`src/rtl/fetch_queue_pkg.sv`:
```
// fetch_queue_pkg: shared types and constants for the rv32i fetch stage.
// fetch_entry_t is one buffered instruction: the PC it was fetched from and
// the returned instruction word.
package fetch_queue_pkg;

  typedef struct packed {
    logic [31:0] pc;
    logic [31:0] inst;
  } fetch_entry_t;

  localparam logic [31:0] RESET_PC_DEFAULT = 32'h6000_0000;

endpackage

```
`src/rtl/fetch_queue_fifo.sv`:
```
// fetch_queue_fifo: DEPTH-entry circular buffer of fetch_entry_t.
// Head entry is read combinationally from the storage registers. Flush
// empties the buffer and wins over a same-cycle push/pop. A push while
// full is accepted only together with a pop (the freed head slot is the
// tail slot).
module fetch_queue_fifo
  import fetch_queue_pkg::*;
#(
  parameter int DEPTH = 4
) (
  input  logic                     clk,
  input  logic                     rst,
  input  logic                     push,
  input  fetch_entry_t             push_data,
  input  logic                     pop,
  input  logic                     flush,
  output fetch_entry_t             head_data,
  output logic                     full,
  output logic                     empty,
  output logic [$clog2(DEPTH):0]   count
);

  localparam int PW = $clog2(DEPTH);

  fetch_entry_t   mem [DEPTH];
  logic [PW-1:0]  head_ptr_reg;
  logic [PW-1:0]  tail_ptr_reg;
  logic [PW:0]    count_reg;
  logic           do_push;
  logic           do_pop;

  assign full      = (count_reg == (PW+1)'(DEPTH));
  assign empty     = (count_reg == '0);
  assign count     = count_reg;
  assign head_data = mem[head_ptr_reg];
  assign do_pop    = pop && !empty;
  assign do_push   = push && (!full || do_pop);

  // Storage, pointers and occupancy; pointers wrap naturally modulo DEPTH
  always_ff @(posedge clk or posedge rst) begin
    if (rst) begin
      head_ptr_reg <= '0;
      tail_ptr_reg <= '0;
      count_reg    <= '0;
      for (int i = 0; i < DEPTH; i++) begin
        mem[i] <= '0;
      end
    end else if (flush) begin
      head_ptr_reg <= '0;
      tail_ptr_reg <= '0;
      count_reg    <= '0;
    end else begin
      if (do_push) begin
        mem[tail_ptr_reg] <= push_data;
        tail_ptr_reg      <= tail_ptr_reg + PW'(1);
      end
      if (do_pop) begin
        head_ptr_reg <= head_ptr_reg + PW'(1);
      end
      case ({do_push, do_pop})
        2'b10:   count_reg <= count_reg + (PW+1)'(1);
        2'b01:   count_reg <= count_reg - (PW+1)'(1);
        default: count_reg <= count_reg;
      endcase
    end
  end

endmodule

```
`src/rtl/fetch_queue.sv`:
```
// fetch_queue: rv32i fetch stage. Generates sequential PCs, keeps at most
// one imem request in flight, buffers returned words in a DEPTH-entry queue
// and presents them to decode over out_valid/out_ready. A redirect flushes
// the queue and marks any still-pending response for discard.
// Optional build macro: FETCH_QUEUE_BYPASS_EN -- a response arriving at an
// empty queue is presented to decode in the same cycle.
module fetch_queue
  import fetch_queue_pkg::*;
#(
  parameter int          DEPTH    = 4,
  parameter logic [31:0] RESET_PC = RESET_PC_DEFAULT
) (
  input  logic        clk,
  input  logic        rst,
  input  logic        br_en,
  input  logic [31:0] br,
  output logic [31:0] imem_addr,
  output logic [3:0]  imem_rmask,
  input  logic [31:0] imem_rdata,
  input  logic        imem_resp,
  output logic        out_valid,
  input  logic        out_ready,
  output logic [31:0] out_pc,
  output logic [31:0] out_inst
);

  localparam int CW = $clog2(DEPTH);

  logic [31:0]  pc_reg;
  logic [31:0]  inflight_pc_reg;
  logic         outstanding_reg;
  logic         discard_reg;

  logic         resp_ok;
  logic         inflight_keep;
  logic [CW:0]  occupancy;
  logic         issue;
  logic         push_resp;

  logic         fifo_push;
  logic         fifo_pop;
  logic         fifo_full;
  logic         fifo_empty;
  logic [CW:0]  fifo_count;
  fetch_entry_t fifo_head;
  fetch_entry_t resp_entry;

  // A response only counts when it answers our single outstanding request
  assign resp_ok       = imem_resp && outstanding_reg;
  // An in-flight word that will land in the queue already owns a slot
  assign inflight_keep = outstanding_reg && !discard_reg;
  assign occupancy     = fifo_count + {{CW{1'b0}}, inflight_keep};
  // A discard-pending request keeps outstanding high, so it blocks issue
  // until its response returns
  assign issue         = !rst && !br_en && (!outstanding_reg || resp_ok) &&
                         (occupancy < (CW+1)'(DEPTH));
  // Responses coinciding with a redirect are stale and dropped
  assign push_resp     = resp_ok && !discard_reg && !br_en;
  assign resp_entry    = '{pc: inflight_pc_reg, inst: imem_rdata};

  assign imem_addr     = pc_reg;
  assign imem_rmask    = issue ? 4'b1111 : 4'b0000;

  // PC, in-flight PC capture and outstanding/discard tracking
  always_ff @(posedge clk or posedge rst) begin
    if (rst) begin
      pc_reg          <= RESET_PC;
      inflight_pc_reg <= '0;
      outstanding_reg <= 1'b0;
      discard_reg     <= 1'b0;
    end else begin
      if (br_en) begin
        pc_reg <= br;
      end else if (issue) begin
        pc_reg <= pc_reg + 32'd4;
      end
      if (issue) begin
        inflight_pc_reg <= pc_reg;
      end
      if (issue) begin
        outstanding_reg <= 1'b1;
      end else if (resp_ok) begin
        outstanding_reg <= 1'b0;
      end
      if (resp_ok) begin
        discard_reg <= 1'b0;
      end else if (br_en && outstanding_reg) begin
        discard_reg <= 1'b1;
      end
    end
  end

`ifdef FETCH_QUEUE_BYPASS_EN
  logic bypass;

  // Empty queue: forward the arriving word straight to decode
  always_comb begin
    bypass    = push_resp && fifo_empty;
    out_valid = !fifo_empty || bypass;
    out_pc    = bypass ? inflight_pc_reg : fifo_head.pc;
    out_inst  = bypass ? imem_rdata      : fifo_head.inst;
    fifo_push = push_resp && !(bypass && out_ready);
    fifo_pop  = out_ready && !fifo_empty;
  end
`else
  // Every word is written first; decode sees only the registered head
  always_comb begin
    out_valid = !fifo_empty;
    out_pc    = fifo_head.pc;
    out_inst  = fifo_head.inst;
    fifo_push = push_resp;
    fifo_pop  = out_ready && !fifo_empty;
  end
`endif

  fetch_queue_fifo #(
    .DEPTH (DEPTH)
  ) u_fifo (
    .clk       (clk),
    .rst       (rst),
    .push      (fifo_push),
    .push_data (resp_entry),
    .pop       (fifo_pop),
    .flush     (br_en),
    .head_data (fifo_head),
    .full      (fifo_full),
    .empty     (fifo_empty),
    .count     (fifo_count)
  );

  // Protocol checks: no unsolicited responses, credit rule never overfills
  assert property (@(posedge clk) disable iff (rst)
    !(imem_resp && !outstanding_reg));
  assert property (@(posedge clk) disable iff (rst)
    !(fifo_push && fifo_full && !fifo_pop && !br_en));

endmodule

```
`config.mk`:
```
export PLATFORM = sky130hd
export DESIGN_NAME = fetch_queue
export DESIGN_NICKNAME = d
export VERILOG_FILES = /design/src/rtl/fetch_queue_pkg.sv /design/src/rtl/fetch_queue_fifo.sv /design/src/rtl/fetch_queue.sv
export SDC_FILE = /design/constraint.sdc
export NUM_CORES = 1
export LEC_CHECK = 0
export BUFFER_PORTS_ARGS = -buffer_cell sky130_fd_sc_hd__buf_2
export CELL_PAD_IN_SITES_DETAIL_PLACEMENT = 0
export CELL_PAD_IN_SITES_GLOBAL_PLACEMENT = 1
export CORE_ASPECT_RATIO = 0.9
export CORE_MARGIN = 2
export CORE_UTILIZATION = 30
export DETAILED_ROUTE_END_ITERATION = 7
export PLACE_DENSITY = 0.6
export REMOVE_ABC_BUFFERS = 1
export SETUP_SLACK_MARGIN = 0.4
export SYNTH_ARGS = -nofsm -noshare
export SYNTH_HDL_FRONTEND = slang
export SYNTH_SLANG_ARGS = --single-unit
```
`constraint.sdc`:
```
create_clock -name clk -period 13.1 [get_ports clk]
set_input_delay 1.31 -clock clk [delete_from_list [all_inputs] [get_ports clk]]
set_output_delay 1.31 -clock clk [all_outputs]
set_load 0.03 [all_outputs]
```
==> results of run 1 <==
[cells by family (layout without fill, tap and decap cells)]
| logic type | after synthesis | count (layout) | share of synthesized area |
|---|---|---|---|
| AOI/OAI and AO/OA | 64 | 64 | 0.0345 |
| xor gates and xnor gates | 20 | 20 | 0.0119 |
| adders and majority gates | 6 | 6 | 0.00562 |
| buffers and inverters | 73 | 257 | 0.0242 |
| DFF | 329 | 329 | 0.560 |
| muxes | 364 | 364 | 0.327 |
| and+or+nand+nor | 103 | 103 | 0.0362 |
[power breakdown]
part | switching, W | internal [W] | leakage, nW
sequential | 0.000188 | 0.00124 | 4.30
clock | 0.000428 | 0.000702 | 0.654
combinational | 0.000614 | 0.000482 | 3.17
total | 0.00123 | 0.00243 | 8.13
[stage by stage]
step / area [um2] / hold slack (ns) / power, W
2_1_floorplan: 14400 / 0.474 / 0.00222
5_1_grt: 17500 / 0.504 / 0.00386
6_report: 17500 / 0.495 / 0.00366
4_1_cts: 17500 / 0.499 / 0.00373
3_3_place_gp: 16200 / 0.481 / 0.00255
3_5_place_dp: 16200 / 0.487 / 0.00257
[cells in the final DEF, fill, tap and decap left out, types with 7 or more instances in the layout]
master and n:
inv_1 10, clkbuf_16 41, xnor2_1 14, nor3_1 7
buf_4 10, nand2_1 33, clkbuf_8 10, mux2_2 290
nor2_1 16, clkbuf_1 7, dfrtp_1 325, a21oi_1 7
nand3_1 11, buf_2 169, mux2i_1 8, o21ai_0 15
mux4_2 64
[path summary, 6_finish.rpt]
kind	from	endpoint	slack, ns	cells past startpoint
setup / recovery	u_fifo.head_ptr_reg[0]	out_inst[18]	8.83	3
hold / removal	u_fifo.mem[69]	u_fifo.mem[69]	0.50	1
setup reg to reg	u_fifo.count[1]	u_fifo.mem[13]	10.29	4
hold reg to reg	u_fifo.mem[69]	u_fifo.mem[69]	0.50	1
max in group asynchronous	rst	u_fifo.mem[254]	10.26	3
min in group asynchronous	rst	imem_addr[5]	1.07	2
[worst reg2reg max path, stage by stage (launching register included)]
cell and delay [ns]:
dfrtp_1 0.44, o41a_1 0.68, nand2_4 0.52, buf_4 0.61, mux2_2 0.42
[layout make-up]
| cell class | instances | area share |
|---|---|---|
| Clock inverter | 7 | 0.00773 |
| Clock buffer | 58 | 0.0680 |
| Inverter | 12 | 0.00300 |
| Timing Repair Buffer | 180 | 0.0538 |
| Multi-Input combinational cell | 557 | 0.351 |
| Sequential cell | 329 | 0.471 |
| Tap cell | 624 | 0.0446 |
[layer usage]
layer,part of all wire,GRT usage,vias to the layer above
li1,-,-,3892
met1,0.46,0.204,4559
met2,0.47,0.231,186
met3,0.052,0.0296,50
met4,0.019,0.0413,0
met5,0,0,-
==> qor.csv, run 1 <==
metric;value;unit
status;finished, final reports clean;
Core ar.;48100;um2
Std-Cell Rows;76;
Routed Antenna Nets;0;
pwr/cell area;209;nW/um2
Hold Crit Class;flop to flop;
CTS max path bufs;3;
Worst Path Arrival;2.96;ns
Util after Layout;0.363;
Non-Filler Instances;1767;
area of the multi-input gates;6150;um2
Via density;4.92;
total gr overflow;0;
wire per inst;20.4;um
layout cells sized above 1;0.542;
TritonCTS clock tree;done;
IO Pins;170;
worst stage delay on the critical path;0.84;ns
leading area contributor after synthesis;dfrtp_1;
maximum vdd drop;0.0781;mV
setup slack after layout;8.83;ns
ANT cells;0;
Pins Over Slew Limit;0;
synth cell count leaders;dfrtp_1 (327), mux2_2 (290), mux4_2 (64);
die area;50800;um2
clock insertion delay at the later pin of the skew report;0.54;ns
Critical Path RT;11.79;ns
dominant synthesized flop cell;dfrtp_1;
first-pass GRT wire length;57.4;mm
YS warnings;0;
ys async rst share;1.00;
initial core utilization;0.305;
Sequential cell area;8240;um2
Slew HR;0.187;
drt drc;0;
crit path max-delay cell type;dfrtp_4;
Synth Instances;959;
Finish-stage setup viols;0;
endpoints failing hold;0;
Yosys top cell area share;0.557;
fill count;4668;
crit start category;flop;
Cell variety after synth;55;
Final min period;4.27;ns
Num CTS Buffers;39;
total number of vias;8687;
synthesized flop and latch total;329;
syn avg cell area;15.3;um2
setup TNS;0;ns
Nets;1194;
Final period util;0.326;
postcts setup bufs;0;
# clock sinks;329;
initial antenna violation count;0;
largest net degree at the start of global routing;188;
Final Skew;0.0131;ns
dpl hpwl;21.6;mm
Total Routing Usage GR;0.146;
final wirelength;36.0;mm
critical path, cell by cell;buf_4, mux4_2, buf_2;
routability cong.;0.705;
crit path max fanout;35;
CP Class;flop to output port;
synthesized cell area;14700;um2
post_cts resized;0;
Reg clk slew, reported paths;0.06;ns
Max Fclk;0.234;GHz
register area share after synthesis;0.560;
EDFF count, synth;0;
largest cells by area after synthesis;dfrtp_1 (56%), mux2_2 (22%), mux4_2 (9.8%);
htree depth;2;
leakage power;8.13;nW
CTS root buf;clkbuf_16;
Die W;237;um
critical path endpoint category;output port;
max_cap viols;0;
PortBufs;169;
CP bufs+invs;2;
Crit path max-delay family;buffers and inverters;
Synth-to-Final Area Change;19.0;%
Largest register FFs;256;
Placed Cells;1702;
RSZ-0062 raised after global routing;no;
CTS Hold Bufs;0;
Slew @ Worst Pin;1.22;ns
die height;214;um
pre-CTS WS;8.76;ns
drt initial violations;377;
most common cell in the synthesized netlist;dfrtp_1;
vias in the first global route;9189;
DRT Pass-1 Iters;4;
(Power assumes the default switching activity.)
==> run 2, diff against run 1 <==
--- a/config.mk
+++ b/config.mk
@@ -5,6 +5,7 @@
 export SDC_FILE = /design/constraint.sdc
 export NUM_CORES = 1
 export LEC_CHECK = 0
+export ABC_AREA = 1
 export BUFFER_PORTS_ARGS = -buffer_cell sky130_fd_sc_hd__buf_2
 export CELL_PAD_IN_SITES_DETAIL_PLACEMENT = 0
 export CELL_PAD_IN_SITES_GLOBAL_PLACEMENT = 1
@@ -12,7 +13,7 @@
 export CORE_MARGIN = 2
 export CORE_UTILIZATION = 30
 export DETAILED_ROUTE_END_ITERATION = 7
-export PLACE_DENSITY = 0.6
+export PLACE_DENSITY = 0.65
 export REMOVE_ABC_BUFFERS = 1
 export SETUP_SLACK_MARGIN = 0.4
 export SYNTH_ARGS = -nofsm -noshare
==> constraint.sdc (replaced) <==
create_clock -name clk -period 4.5 [get_ports clk]
set_input_delay 0.45 -clock clk [delete_from_list [all_inputs] [get_ports clk]]
set_output_delay 0.45 -clock clk [all_outputs]
set_load 0.03 [all_outputs]
==> run 2 against run 1 <==
Count of clock-buffer cells in the layout rose by 1. Cell area rose by 5.3%. Combinational power rose by 97%. Utilization fell by 1.5 points. Via count rose by 63%. Sequential cell count did not move. Wire length rose by 52%. First-iteration DRC count rose to 2.9 times the previous value. Synthesized cell count rose by 110%. Clock power rose to 2.8 times the previous value. Power rose by 150%.
==> qor.csv, run 2 <==
metric;value;unit;change
final wirelength;54.9;mm;was 36.0 mm
Worst Hold Depth;3;;was 1
syn avg cell area;7.77;um2;was 15.3 um2
Final Skew;0.0131;ns;about the same
Cell variety after synth;28;;was 55
register area share after synthesis;0.515;;was 0.560
most frequent cells in the layout;nand2_1 (789), dfrtp_1 (325), o21ai_0 (208);;was dfrtp_1 (325), mux2_2 (290), buf_2 (169)
ys async rst share;1.00;;unchanged
setup TNS;0;ns;unchanged
Num CTS Buffers;40;;was 39
Final min period;3.56;ns;
Core ar.;52900;um2;was 48100 um2
Die W;247;um;was 237 um
leakage power;9.76;nW;was 8.13 nW
clock insertion delay at the later pin of the skew report;0.55;ns;was 0.54 ns
Routed Antenna Nets;0;;unchanged
Reg2Reg Depth;6;;was 4
synth cell count leaders;nand2_1 (789), dfrtp_1 (327), o21ai_0 (208);;was dfrtp_1 (327), mux2_2 (290), mux4_2 (64)
Nets;2224;;was 1194
Reg clk slew, reported paths;0.06;ns;about the same
post_cts resized;0;;unchanged
IO Pins;170;;unchanged
status;finished, final reports clean;;unchanged
fill count;5676;;was 4668
drt initial violations;1110;;was 377
pwr/cell area;491;nW/um2;was 209 nW/um2
worst hold margin;0.116;ns;was 0.495 ns
Sequential cell area;8240;um2;about the same
Slew HR;0.326;;was 0.187
vias in the first global route;13949;;was 9189
drt drc;0;;unchanged
Placed Area;17200;um2;was 16200 um2
die area;55100;um2;was 50800 um2
Pins Over Slew Limit;0;;unchanged
Synth Instances;2058;;was 959
PortBufs;169;;unchanged
Final period util;0.791;;
leading area contributor after synthesis;dfrtp_1;;unchanged
Critical Path RT;4.05;ns;was 11.79 ns
Worst Setup SP;rst;;was u_fifo.head_ptr_reg[0]
Largest register FFs;256;;unchanged
crit start category;primary input;;was flop
first-pass GRT wire length;85.8;mm;was 57.4 mm
synthesized cell area;16000;um2;was 14700 um2
Max Fclk;0.281;GHz;
setup slack after layout;0.942;ns;was 8.83 ns
RSZ-0062 raised after global routing;no;;unchanged
worst r2r src;u_fifo.count[1];;unchanged
YS warnings;0;;unchanged
Hold Crit Class;primary input to flop;;was flop to flop
TritonCTS clock tree;done;;unchanged
# clock sinks;329;;unchanged
dominant synthesized flop cell;dfrtp_1;;unchanged
routability cong.;0.841;;was 0.705
critical path endpoint category;output port;;unchanged
Std-Cell Rows;80;;was 76
worst r2r dst;u_fifo.mem[216];;was u_fifo.mem[13]
Worst Path Arrival;3.11;ns;was 2.96 ns
WHS Endpoint;imem_addr[13];;was u_fifo.mem[69]
Slew @ Worst Pin;1.01;ns;was 1.22 ns
area of the multi-input gates;6750;um2;was 6150 um2
Total Routing Usage GR;0.201;;was 0.146
max_cap viols;0;;unchanged
initial antenna violation count;3;;was 0
CTS root buf;clkbuf_16;;unchanged
endpoints failing hold;0;;unchanged
Final Total Pwr;0.00904;W;was 0.00366 W
largest cells by area after synthesis;dfrtp_1 (51%), nand2_1 (19%), o21ai_0 (6.5%);;was dfrtp_1 (56%), mux2_2 (22%), mux4_2 (9.8%)
commonest non-fill, non-tap cell in the layout;nand2_1;;was dfrtp_1
die height;223;um;was 214 um
Worst R2R Setup Slack;1.96;ns;was 10.29 ns
Synth-to-Final Area Change;15.2;%;was 19.0%
htree depth;2;;unchanged
pre-CTS WS;1.49;ns;was 8.76 ns
largest net degree at the start of global routing;138;;was 188
maximum vdd drop;0.241;mV;was 0.0781 mV
ANT cells;0;;unchanged
EDFF count, synth;0;;unchanged
DRT Pass-1 Iters;5;;was 4
initial core utilization;0.302;;was 0.305
total gr overflow;0;;unchanged
Yosys top cell area share;0.512;;was 0.557
fin area;18400;um2;was 17500 um2
dpl hpwl;32.0;mm;was 21.6 mm
synthesized flop and latch total;329;;unchanged
HP Start;br[13];;was u_fifo.mem[69]
Via density;4.94;;was 4.92
layout cells sized above 1;0.124;;was 0.542
crit path max fanout;58;;was 35
total number of vias;14194;;was 8687
Finish-stage setup viols;0;;unchanged
CP Class;primary input to output port;;was flop to output port
most common cell in the synthesized netlist;nand2_1;;was dfrtp_1
wire per inst;19.1;um;was 20.4 um
CTS max path bufs;3;;unchanged
## run 2: cell count changes after synthesis, moves of 11 or more
| cell | delta |
|---|---|
| nand3_1 | +34 |
| o21ai_0 | +193 |
| clkbuf_1 | +51 |
| nand3b_1 | +11 |
| buf_6 | +24 |
| o22ai_1 | +64 |
| inv_1 | +36 |
| xnor2_1 | -11 |
| mux2_2 | -290 |
| mux4_2 | -64 |
| o21ai_1 | +201 |
| nor2_1 | +168 |
| nand2_1 | +752 |
## run 2: how the worst max path moves through the flow
stage	end	slack (ns)
floorplan	imem_rmask[0]	-5.73
global placement	imem_addr[9]	1.46
detailed placement	imem_addr[9]	1.49
CTS	imem_rmask[1]	0.93
global route	imem_rmask[1]	0.69
finish	imem_rmask[1]	0.94
## run 2: per-stage QoR
step	instances	utilization
floorplan	1914	-
global placement	2803	0.325
detailed placement	2803	0.325
CTS	2872	0.348
global route	2872	0.348
finish	2872	0.348
## run 2: logic make-up after synthesis
logic type | after synthesis | share of synthesized area
xor+xnor | 10 | 0.00548
fa+ha+maj | 6 | 0.00517
simple gates | 1039 | 0.256
compound gates | 480 | 0.155
flops | 329 | 0.515
buf+inv | 194 | 0.0630
## run 2: cell type report
type,instances,share of cell area
sequential,329,0.448
multi-input combinational,1535,0.367
clock buffer,59,0.0632
timing repair buffer,193,0.0599
tap,697,0.0474
inverter,50,0.0109
clock inverter,9,0.00415
## run 2: routing by layer
layer / track usage / vias up / part of all wire
li1: - / 6872 / -
met1: 0.297 / 6882 / 0.49
met2: 0.309 / 368 / 0.44
met3: 0.0273 / 72 / 0.049
met4: 0.0523 / 0 / 0.021
met5: 0 / - / 0
## run 2: repair_timing
item                                   in CTS  in global routing
buffers inserted                            0                  0
hold buffers                                1                  0
endpoints found under the hold margin      55                  0
## run 2: report_power, final
part           switching [W]  total, W  internal (W)
clock network        0.00127   0.00311       0.00184
logic                0.00155   0.00217      0.000616
registers           0.000348   0.00376       0.00341
## run 2: critical path: stages
cell and delay, ns:
dlygate4sd3_1 0.55, buf_2 0.17, inv_8 0.31, nand2_1 0.10, nor2_1 0.15, nand3_2 0.56
clkinv_2 0.48, buf_2 0.27
==> run 3, diff against run 2 <==
--- a/config.mk
+++ b/config.mk
@@ -13,7 +13,7 @@
 export CORE_MARGIN = 2
 export CORE_UTILIZATION = 30
 export DETAILED_ROUTE_END_ITERATION = 7
-export PLACE_DENSITY = 0.65
+export PLACE_DENSITY = 0.68
 export REMOVE_ABC_BUFFERS = 1
 export SETUP_SLACK_MARGIN = 0.4
 export SYNTH_ARGS = -nofsm -noshare
==> constraint.sdc (replaced) <==
create_clock -name clk -period 3.16 [get_ports clk]
set_input_delay 0.316 -clock clk [delete_from_list [all_inputs] [get_ports clk]]
set_output_delay 0.316 -clock clk [all_outputs]
set_load 0.03 [all_outputs]
==> run 3 against run 2 <==
Worst setup slack worse by 0.46 ns. First-iteration DRC count decreased by 8.6%. Clock power rose by 52%. Largest power group unchanged. Highest routed layer is now met5.
==> qor.csv, run 3 (synthesis gave the netlist of run 2 again) <==
metric;value;unit;change
Slew @ Worst Pin;0.962;ns;was 1.01 ns
NetSw;0.00457;W;was 0.00318 W
most frequent cells in the layout;nand2_1 (789), dfrtp_1 (325), o21ai_0 (208);;unchanged
Synth-to-Final Area Change;19.7;%;was 15.2%
IO Pins;170;;unchanged
leakage power;10.1;nW;was 9.76 nW
commonest non-fill, non-tap cell in the layout;nand2_1;;unchanged
Reg clk slew, reported paths;0.06;ns;about the same
pre-CTS WS;0.850;ns;was 1.49 ns
total number of vias;14491;;was 14194
Final Skew;0.0163;ns;was 0.0131 ns
Nets;2280;;was 2224
Final min period;2.68;ns;
fill count;5650;;was 5676
Routed Antenna Nets;0;;unchanged
setup TNS;0;ns;unchanged
critical path endpoint category;output port;;unchanged
largest net degree at the start of global routing;154;;was 138
worst r2r src;u_fifo.count[0];;was u_fifo.count[1]
Critical Path RT;2.84;ns;was 4.05 ns
drt drc;0;;unchanged
ANT cells;0;;unchanged
first-pass GRT wire length;85.0;mm;was 85.8 mm
Max Fclk;0.373;GHz;
Core ar.;52900;um2;unchanged
DRT Pass-1 Iters;5;;unchanged
Worst Setup EP;out_pc[10];;was imem_rmask[1]
initial antenna violation count;2;;was 3
TritonCTS clock tree;done;;unchanged
HP Start;imem_rdata[28];;was br[13]
Worst Setup SP;u_fifo.head_ptr_reg[1];;was rst
RSZ-0062 raised after global routing;yes;;was no
initial core utilization;0.302;;unchanged
PortBufs;169;;unchanged
status;finished, final reports clean;;unchanged
vias in the first global route;14145;;was 13949
Largest register FFs;256;;unchanged
endpoints failing hold;0;;unchanged
maximum vdd drop;0.528;mV;was 0.241 mV
Final period util;0.848;;
pwr/cell area;692;nW/um2;was 491 nW/um2
setup slack after layout;0.481;ns;was 0.942 ns
sequential share of power;0.405;;was 0.416
Worst Path Arrival;2.36;ns;was 3.11 ns
die area;55100;um2;unchanged
wire per inst;18.5;um;was 19.1 um
worst r2r dst;u_fifo.mem[254];;was u_fifo.mem[216]
total gr overflow;0;;unchanged
layout cells sized above 1;0.128;;was 0.124
# clock sinks;329;;unchanged
CTS root buf;clkbuf_16;;unchanged
Reg2Reg Depth;6;;unchanged
crit path max fanout;42;;was 58
clock insertion delay at the later pin of the skew report;0.56;ns;was 0.55 ns
worst hold margin;0.0276;ns;was 0.116 ns
Pint;0.00866;W;was 0.00586 W
die height;223;um;unchanged
crit start category;flop;;was primary input
Pins Over Slew Limit;0;;unchanged
Slew HR;0.358;;was 0.326
Total Routing Usage GR;0.198;;was 0.201
htree depth;2;;unchanged
CTS max path bufs;3;;unchanged
Die W;247;um;unchanged
Worst R2R Setup Slack;0.94;ns;was 1.96 ns
drt initial violations;1015;;was 1110
Sw Share;0.345;;was 0.351
Std-Cell Rows;80;;unchanged
Via density;4.95;;was 4.94
routability cong.;0.822;;was 0.841
max_cap viols;0;;unchanged
dpl hpwl;33.0;mm;was 32.0 mm
Num CTS Buffers;40;;unchanged
Finish-stage setup viols;0;;unchanged
clock power share;0.357;;was 0.344
final wirelength;54.3;mm;was 54.9 mm
Combinational Power Share;0.239;;was 0.240
CP Class;flop to output port;;was primary input to output port
Final Total Pwr;0.0132;W;was 0.00904 W
Hold Crit Class;primary input to flop;;unchanged
-- run 3: final cells by class --
cell class | count | area (um2) | share of cell area
clock inverters | 10 | 161 | 0.00844
multi-input cells | 1535 | 6750 | 0.353
flip-flops and latches | 329 | 8240 | 0.431
well taps | 697 | 872 | 0.0456
clock buffers | 59 | 1160 | 0.0608
repair buffers | 249 | 1730 | 0.0902
inverters | 50 | 210 | 0.0110
-- run 3: repair_timing --
item	in CTS	in global routing
setup buffers	1	1
resized for setup	1	3
hold endpoints to repair	120	0
hold buffers	42	0
setup endpoints to repair	50	18
-- run 3: metrics by stage --
step	util	cells	area (um2)
2_1_floorplan	-	1914	15200
3_3_place_gp	0.328	2816	17300
3_5_place_dp	0.328	2816	17300
4_1_cts	0.362	2928	19100
5_1_grt	0.362	2929	19100
6_report	0.362	2929	19100
-- run 3: worst max-delay path, stage by stage (launching register included) --
cell      delay, ns
dfrtp_2        0.55
clkinv_2       0.30
buf_12         0.27
o21ai_0        0.13
o22ai_1        0.24
buf_2          0.26
-- run 3: power by group through the flow --
stage               sequential [W]  combinational, W  clock [W]
floorplan                  0.00537           0.00199          0
global placement           0.00541           0.00311          0
detailed placement         0.00543           0.00314          0
CTS                        0.00535           0.00321    0.00485
global route               0.00545           0.00349    0.00504
finish                     0.00536           0.00316    0.00472
-- run 3: routing by layer --
metal | track usage | vias up | wire length [um]
met5 | 0 | - | 13
met4 | 0.0458 | 2 | 935
met3 | 0.0383 | 74 | 3050
met2 | 0.311 | 393 | 24700
met1 | 0.280 | 7050 | 25600
li1 | - | 6972 | -
-- run 3: worst min-delay path by stage --
| stage | endpoint | depth (start not counted) |
|---|---|---|
| 2_1_floorplan | outstanding_reg | 1 |
| 5_1_grt | imem_addr[11] | 3 |
| 4_1_cts | imem_addr[11] | 3 |
| 3_3_place_gp | u_fifo.mem[28] | 2 |
| 3_5_place_dp | u_fifo.mem[28] | 2 |
| 6_report | u_fifo.mem[28] | 3 |
